## src/rtl/vga_pkg.sv

```systemverilog
// Shared VGA definitions: background palette, fade range, fade FSM states
// and the per-channel brightness scaler.
package vga_pkg;

  localparam logic [11:0] MENU_BG_COLOR = 12'h8C4;
  localparam int PALETTE_SIZE = 8;
  localparam int PALETTE_AW   = 3;

  localparam logic [11:0] BG_PALETTE [PALETTE_SIZE] = '{
    MENU_BG_COLOR, 12'h24A, 12'hF80, 12'h0F0,
    12'hF0F,       12'h0FF, 12'h888, 12'hFFF
  };

  localparam int FADE_MAX = 16;

  typedef enum logic [1:0] {IDLE, FADE_OUT, SWAP, FADE_IN} fade_state_t;

  // The 9-bit product never exceeds 240, so bits [7:4] are the scaled channel
  function automatic logic [3:0] scale_ch(input logic [3:0] ch, input logic [4:0] level);
    return 4'((9'(ch) * 9'(level)) >> 4);
  endfunction

endpackage

```

## src/rtl/vga_if.sv

```systemverilog
// VGA timing and colour bundle passed between pipeline stages.
interface vga_if;
  logic [10:0] vcount;
  logic        vsync;
  logic        vblnk;
  logic [10:0] hcount;
  logic        hsync;
  logic        hblnk;
  logic [11:0] rgb;

  modport in  (input  vcount, vsync, vblnk, hcount, hsync, hblnk, rgb);
  modport out (output vcount, vsync, vblnk, hcount, hsync, hblnk, rgb);
endinterface

```

## src/rtl/bg_fade_ctrl.sv

```systemverilog
// Frame-synchronous fade controller: detects frame ticks, steps the brightness
// level out and back in, and swaps palette index/mode at the darkest point.
module bg_fade_ctrl
  import vga_pkg::*;
#(
  parameter int NUM_COLORS      = 4,
  parameter int FRAMES_PER_STEP = 2,
  localparam int CW = $clog2(NUM_COLORS)
) (
  input  logic          clk,
  input  logic          rst,
  input  logic          vblnk,
  input  logic [CW-1:0] color_sel,
  input  logic          mode_sel,
  input  logic          start,
  output logic          busy,
  output logic          done,
  output logic [4:0]    level,
  output logic [CW-1:0] cur_idx,
  output logic          cur_mode,
  output logic [10:0]   scroll
);

  localparam int SCW = (FRAMES_PER_STEP > 1) ? $clog2(FRAMES_PER_STEP) : 1;
  localparam logic [SCW-1:0] STEP_LAST = SCW'(FRAMES_PER_STEP - 1);
  localparam logic [CW:0]    IDX_MAX   = (CW+1)'(NUM_COLORS - 1);

  fade_state_t   state;
  logic          vblnk_q;
  logic          frame_tick;
  logic          step_wrap;
  logic [SCW-1:0] step_cnt;
  logic [CW-1:0] pend_idx;
  logic [CW-1:0] sel_clamped;
  logic          pend_mode;

  assign frame_tick  = vblnk & ~vblnk_q;
  assign step_wrap   = frame_tick && (step_cnt == STEP_LAST);
  assign sel_clamped = ({1'b0, color_sel} > IDX_MAX) ? IDX_MAX[CW-1:0] : color_sel;

  always_ff @(posedge clk or posedge rst) begin
    if (rst) vblnk_q <= 1'b0;
    else     vblnk_q <= vblnk;
  end

  // Level, palette index and mode only move on frame ticks or in SWAP (inside vblank)
  always_ff @(posedge clk or posedge rst) begin
    if (rst) begin
      state     <= IDLE;
      busy      <= 1'b0;
      done      <= 1'b0;
      level     <= 5'(FADE_MAX);
      cur_idx   <= '0;
      cur_mode  <= 1'b0;
      pend_idx  <= '0;
      pend_mode <= 1'b0;
      scroll    <= '0;
      step_cnt  <= '0;
    end else begin
      done <= 1'b0;
      if (frame_tick && cur_mode) scroll <= scroll + 11'd1;

      if ((state == FADE_OUT || state == FADE_IN) && frame_tick)
        step_cnt <= step_wrap ? '0 : step_cnt + SCW'(1);

      case (state)
        IDLE: begin
          if (start) begin
            pend_idx  <= sel_clamped;
            pend_mode <= mode_sel;
            step_cnt  <= '0;
            busy      <= 1'b1;
            state     <= FADE_OUT;
          end
        end
        FADE_OUT: begin
          if (step_wrap) begin
            level <= level - 5'd1;
            if (level == 5'd1) state <= SWAP;
          end
        end
        SWAP: begin
          cur_idx  <= pend_idx;
          cur_mode <= pend_mode;
          scroll   <= '0;
          step_cnt <= '0;
          state    <= FADE_IN;
        end
        FADE_IN: begin
          if (step_wrap) begin
            level <= level + 5'd1;
            if (level == 5'(FADE_MAX - 1)) begin
              state <= IDLE;
              busy  <= 1'b0;
              done  <= 1'b1;
            end
          end
        end
        default: state <= IDLE;
      endcase
    end
  end

endmodule

```

## src/rtl/draw_bg_fade.sv

```systemverilog
// Background renderer: replaces key-colour pixels with a faded palette colour,
// solid or as scrolling stripes, and registers the whole VGA bundle.
module draw_bg_fade
  import vga_pkg::*;
#(
  parameter int          NUM_COLORS      = 4,
  parameter int          FRAMES_PER_STEP = 2,
  parameter int          STRIPE_W        = 32,
  parameter logic [11:0] KEY_COLOR       = 12'h000,
  localparam int CW = $clog2(NUM_COLORS)
) (
  input  logic          clk,
  input  logic          rst,
  input  logic [CW-1:0] color_sel,
  input  logic          mode_sel,
  input  logic          start,
  output logic          busy,
  output logic          done,
  vga_if.in             in,
  vga_if.out            out
);

  localparam int SB = $clog2(STRIPE_W);

  logic [4:0]    level;
  logic [CW-1:0] cur_idx;
  logic          cur_mode;
  logic [10:0]   scroll;
  logic          stripe_odd;
  logic [11:0]   base;
  logic [11:0]   bg;
  logic [11:0]   rgb_next;

  bg_fade_ctrl #(
    .NUM_COLORS      (NUM_COLORS),
    .FRAMES_PER_STEP (FRAMES_PER_STEP)
  ) u_ctrl (
    .clk       (clk),
    .rst       (rst),
    .vblnk     (in.vblnk),
    .color_sel (color_sel),
    .mode_sel  (mode_sel),
    .start     (start),
    .busy      (busy),
    .done      (done),
    .level     (level),
    .cur_idx   (cur_idx),
    .cur_mode  (cur_mode),
    .scroll    (scroll)
  );

  assign base       = BG_PALETTE[PALETTE_AW'(cur_idx)];
  assign stripe_odd = 1'((in.hcount + scroll) >> SB);
  assign bg = (cur_mode && stripe_odd)
            ? {1'b0, base[11:9], 1'b0, base[7:5], 1'b0, base[3:1]}
            : base;

  // Foreground pixels bypass the fade; only key-colour pixels show the background
  always_comb begin
    rgb_next = 12'h000;
    if (in.vblnk || in.hblnk)
      rgb_next = 12'h000;
    else if (in.rgb != KEY_COLOR)
      rgb_next = in.rgb;
    else
      rgb_next = {scale_ch(bg[11:8], level), scale_ch(bg[7:4], level), scale_ch(bg[3:0], level)};
  end

  always_ff @(posedge clk or posedge rst) begin
    if (rst) begin
      out.vcount <= '0;
      out.vsync  <= 1'b0;
      out.vblnk  <= 1'b0;
      out.hcount <= '0;
      out.hsync  <= 1'b0;
      out.hblnk  <= 1'b0;
      out.rgb    <= '0;
    end else begin
      out.vcount <= in.vcount;
      out.vsync  <= in.vsync;
      out.vblnk  <= in.vblnk;
      out.hcount <= in.hcount;
      out.hsync  <= in.hsync;
      out.hblnk  <= in.hblnk;
      out.rgb    <= rgb_next;
    end
  end

endmodule

```

## src/flat_wrapper.sv

```systemverilog
// flat-port wrapper written by rule: the top's interface ports become plain ports
module draw_bg_fade_flat import vga_pkg::*;
#(
  parameter int          NUM_COLORS      = 4,
  parameter int          FRAMES_PER_STEP = 2,
  parameter int          STRIPE_W        = 32,
  parameter logic [11:0] KEY_COLOR       = 12'h000,
  localparam int CW = $clog2(NUM_COLORS)
)
  (clk, rst, color_sel, mode_sel, start, busy, done, in_vcount, in_vsync, in_vblnk, in_hcount, in_hsync, in_hblnk, in_rgb, out_vcount, out_vsync, out_vblnk, out_hcount, out_hsync, out_hblnk, out_rgb);
  vga_if in_i ();
  vga_if out_i ();
  input  logic clk;
  input  logic rst;
  input  logic [CW-1:0] color_sel;
  input  logic mode_sel;
  input  logic start;
  output logic busy;
  output logic done;
  input wire logic [$bits(in_i.vcount)-1:0] in_vcount;
  input wire logic [$bits(in_i.vsync)-1:0] in_vsync;
  input wire logic [$bits(in_i.vblnk)-1:0] in_vblnk;
  input wire logic [$bits(in_i.hcount)-1:0] in_hcount;
  input wire logic [$bits(in_i.hsync)-1:0] in_hsync;
  input wire logic [$bits(in_i.hblnk)-1:0] in_hblnk;
  input wire logic [$bits(in_i.rgb)-1:0] in_rgb;
  output wire logic [$bits(out_i.vcount)-1:0] out_vcount;
  output wire logic [$bits(out_i.vsync)-1:0] out_vsync;
  output wire logic [$bits(out_i.vblnk)-1:0] out_vblnk;
  output wire logic [$bits(out_i.hcount)-1:0] out_hcount;
  output wire logic [$bits(out_i.hsync)-1:0] out_hsync;
  output wire logic [$bits(out_i.hblnk)-1:0] out_hblnk;
  output wire logic [$bits(out_i.rgb)-1:0] out_rgb;
  assign in_i.vcount = in_vcount;
  assign in_i.vsync = in_vsync;
  assign in_i.vblnk = in_vblnk;
  assign in_i.hcount = in_hcount;
  assign in_i.hsync = in_hsync;
  assign in_i.hblnk = in_hblnk;
  assign in_i.rgb = in_rgb;
  assign out_vcount = out_i.vcount;
  assign out_vsync = out_i.vsync;
  assign out_vblnk = out_i.vblnk;
  assign out_hcount = out_i.hcount;
  assign out_hsync = out_i.hsync;
  assign out_hblnk = out_i.hblnk;
  assign out_rgb = out_i.rgb;
  draw_bg_fade #(.NUM_COLORS(NUM_COLORS), .FRAMES_PER_STEP(FRAMES_PER_STEP), .STRIPE_W(STRIPE_W), .KEY_COLOR(KEY_COLOR)) u_core (.clk(clk), .rst(rst), .color_sel(color_sel), .mode_sel(mode_sel), .start(start), .busy(busy), .done(done), .in(in_i), .out(out_i));
endmodule
```

## config.mk

```make
export PLATFORM = sky130hd
export DESIGN_NAME = draw_bg_fade_flat
export DESIGN_NICKNAME = d
export VERILOG_FILES = /design/src/rtl/vga_pkg.sv /design/src/rtl/vga_if.sv /design/src/rtl/bg_fade_ctrl.sv /design/src/rtl/draw_bg_fade.sv /design/src/flat_wrapper.sv
export SDC_FILE = /design/constraint.sdc
export NUM_CORES = 1
export LEC_CHECK = 0
export BUFFER_PORTS_ARGS = -buffer_cell sky130_fd_sc_hd__buf_2
export CORE_MARGIN = 5
export CORE_UTILIZATION = 40
export CTS_CLUSTER_DIAMETER = 50
export DETAILED_ROUTE_END_ITERATION = 12
export GPL_TIMING_DRIVEN = 0
export HOLD_SLACK_MARGIN = 0.06
export SETUP_SLACK_MARGIN = 0.5
export SLEW_MARGIN = 20
export SYNTH_ARGS = -nofsm -noshare
export SYNTH_HDL_FRONTEND = slang
export SYNTH_SLANG_ARGS = --single-unit
```

## constraint.sdc

```tcl
create_clock -name clk -period 5.17 [get_ports clk]
set_input_delay 1.034 -clock clk [delete_from_list [all_inputs] [get_ports clk]]
set_output_delay 1.034 -clock clk [all_outputs]
set_load 0.1 [all_outputs]
```

==> run metrics <==
DR pass1 iterations 4; Worst Path Arrival 4.98 ns; Worst Skew 0.0118 ns; RSZ-0062 raised after global routing yes; leading area contributor after synthesis dfrtp_1; post-synth cell types 50; maximum clock frequency 0.210 GHz; ant diodes 0; sequential fraction of the synthesis area 0.376; pwr dens 530 mW/mm²; WL/cell 14.8 µm; count leader, synth dfrtp_1; Vias/cell 5.04; layout cells sized above 1 0.355; clk buf depth 2; GPL Wtd Cong 0.874; Final Non-Filler Cells 660; synthesized area per cell 9.82 µm²; clock tree from TritonCTS yes; # setup viols final 0; remaining routing DRC violations 0; Net Count, Synth 512; placed cell count 624; Critical Path Start Type primary input; first-pass GRT wire length 15500 µm; total global routing overflow 0; Req. time, crit path 5.39 ns; Slew @ Worst Pin 0.873 ns; initial antenna violation count 0; Hold Vio Cnt, Final 0; IO Port Bufs 83; CP endpoint kind flop; Pleak 2.59 nW; Top-Level Pins 84; later-pin clock latency in the skew report 0.33 ns; Synth area leaders dfrtp_1, ha_1, fa_1; CTS clk-pin slew, worst paths 0.07 ns; synth cell count leaders dfrtp_1, ha_1, nand2_1; Initial Util 0.409; fraction of registers with async set/reset 1.00; global-route usage over all layers 0.163; Net count, final 628; Slew headroom 0.417; Area Overhead vs Synth 34.3%; Vias 3326; setup TNS 0 ns; Cell Area, Synth 0.00400 mm²; Final Cycle Share 0.921; Iter 0 DRT Violations 104; share of the synthesized area in the top cell type 0.369; vias in the first global route 3235; crit path max fanout 5; DP Worst Slack -0.129 ns; max-slew violations 0; critical setup path kind primary input to flop; CTS Buf Count 9; Post-synth EDFFs 0; post-route ant nets 0; crit path time final 4.76 ns; Peak VDD IR 0.264 mV; Synth Flop Type dfrtp_1; largest net degree at the start of global routing 39; status completed; Root Driver clkbuf_8; Hold WS 0.498 ns; synth warn 0; core area 0.00977 mm²; clk sinks 60; CTS H-tree depth 3; Max Cap Viol 0; synthesized instance count 407; die height 110 µm; Final HPWL DP 7330 µm; min-delay worst type flop to flop; site row count 36; Die W 110 µm; DIE AREA 0.0121 mm²; #FFs+latches synth 60; PnR worst setup slack 0.410 ns; WL final 9780 µm
## cells in the final DEF, fill, tap and decap left out, types with 4 or more instances in the layout
cell type	netlist	layout
mux2_2	5	5
nand2b_4	0	4
nor2b_1	9	7
and3_1	7	7
ha_1	46	38
fa_1	15	15
clkbuf_8	0	12
buf_4	0	18
nand3_1	18	16
nor4_1	4	4
xor2_1	8	8
a21oi_1	15	9
nor3_1	9	8
clkbuf_1	14	12
dfrtp_1	59	59
inv_2	0	4
nand2_1	37	34
ha_4	0	8
xnor2_1	10	9
o31ai_1	5	5
buf_2	0	81
buf_6	1	4
inv_1	30	25
nor2_1	29	24
and2_1	19	17
a21oi_2	0	4
o21ai_0	13	9
## path summary, 6_finish.rpt
path	from	end	slack, ns	cells after the start
max	in_hcount[2]	u_core.out.rgb[11]	0.41	19
min	u_core.u_ctrl.busy	u_core.u_ctrl.busy	0.50	2
max reg2reg	u_core.u_ctrl.scroll[2]	u_core.out.rgb[11]	0.71	18
min reg2reg	u_core.u_ctrl.busy	u_core.u_ctrl.busy	0.50	2
max in group asynchronous	rst	u_core.u_ctrl.level[4]	3.95	3
min in group asynchronous	rst	u_core.out.vcount[5]	0.66	2
## cell type report
class	count	area, µm²
fillers	902	4410
multi-input cells	302	2690
flip-flops and latches	60	1500
repair buffers	105	622
well taps	133	166
clock buffers	11	151
inverters	30	115
plain buffers	15	95.1
clock inverters	4	25.0
## report_power, final
part           leakage (nW)  internal [W]  total [W]  switching [W]
combinational          1.77      0.000779    0.00184        0.00106
sequential            0.739      0.000550   0.000627      0.0000765
clock                0.0872      0.000196   0.000377       0.000181
total                  2.59       0.00152    0.00285        0.00132
## metrics by stage
stage / util / area [µm²] / total power, W
after floorplan: - / 4160 / 0.00181
after global placement: 0.485 / 4740 / 0.00213
after detailed placement: 0.488 / 4770 / 0.00217
after CTS: 0.528 / 5160 / 0.00270
after global routing: 0.549 / 5370 / 0.00307
final: 0.549 / 5370 / 0.00285
## state kept, by name (all words and copies together) (netlist names), 2 cells and up
name	flops
u_core.out.rgb	12
u_core.out.hcount	11
u_core.out.vcount	11
u_core.u_ctrl.scroll	6
u_core.u_ctrl.level	5
u_core.u_ctrl.cur_idx	2
u_core.u_ctrl.pend_idx	2
u_core.u_ctrl.state	2
## critical path, stage by stage
cell and delay, ns:
buf_6 0.10, ha_4 0.25, nand4_1 0.14, a21o_1 0.24
a211o_1 0.33, buf_6 0.16, clkbuf_16 0.16, a21o_4 0.22
and2_4 0.16, fa_1 0.50, inv_1 0.05, fa_1 0.49
inv_2 0.05, ha_4 0.24, o21a_4 0.22, a2111oi_4 0.30
nor3_2 0.09, xnor2_1 0.18, o21ai_1 0.08
## per-layer routing
layer,vias up,wire length [µm],track usage
li1,1630,-,-
met1,1605,4470,0.222
met2,80,4610,0.262
met3,11,591,0.0358
met4,0,108,0.0436
met5,-,0,0
## logic make-up (layout without fill, tap and decap cells)
group | after synthesis | after routing | synth area share
AO/OA/AOI/OAI | 64 | 64 | 0.109
XOR/XNOR | 18 | 18 | 0.0394
adder cells (fa/ha/maj) | 61 | 61 | 0.219
flip-flops | 60 | 60 | 0.376
AND/OR/NAND/NOR | 151 | 151 | 0.190
buffers and inverters | 45 | 165 | 0.0441
multiplexers | 8 | 8 | 0.0216
## repair_timing
item | CTS | global route
gates resized for setup | 18 | 28
pin swaps | 28 | 28
hold buffers | 0 | 0
setup buffers | 13 | 7
endpoints found under the setup margin | 10 | 12
gates cloned | 1 | 0
No activity file was read; power rests on OpenSTA's default activity.
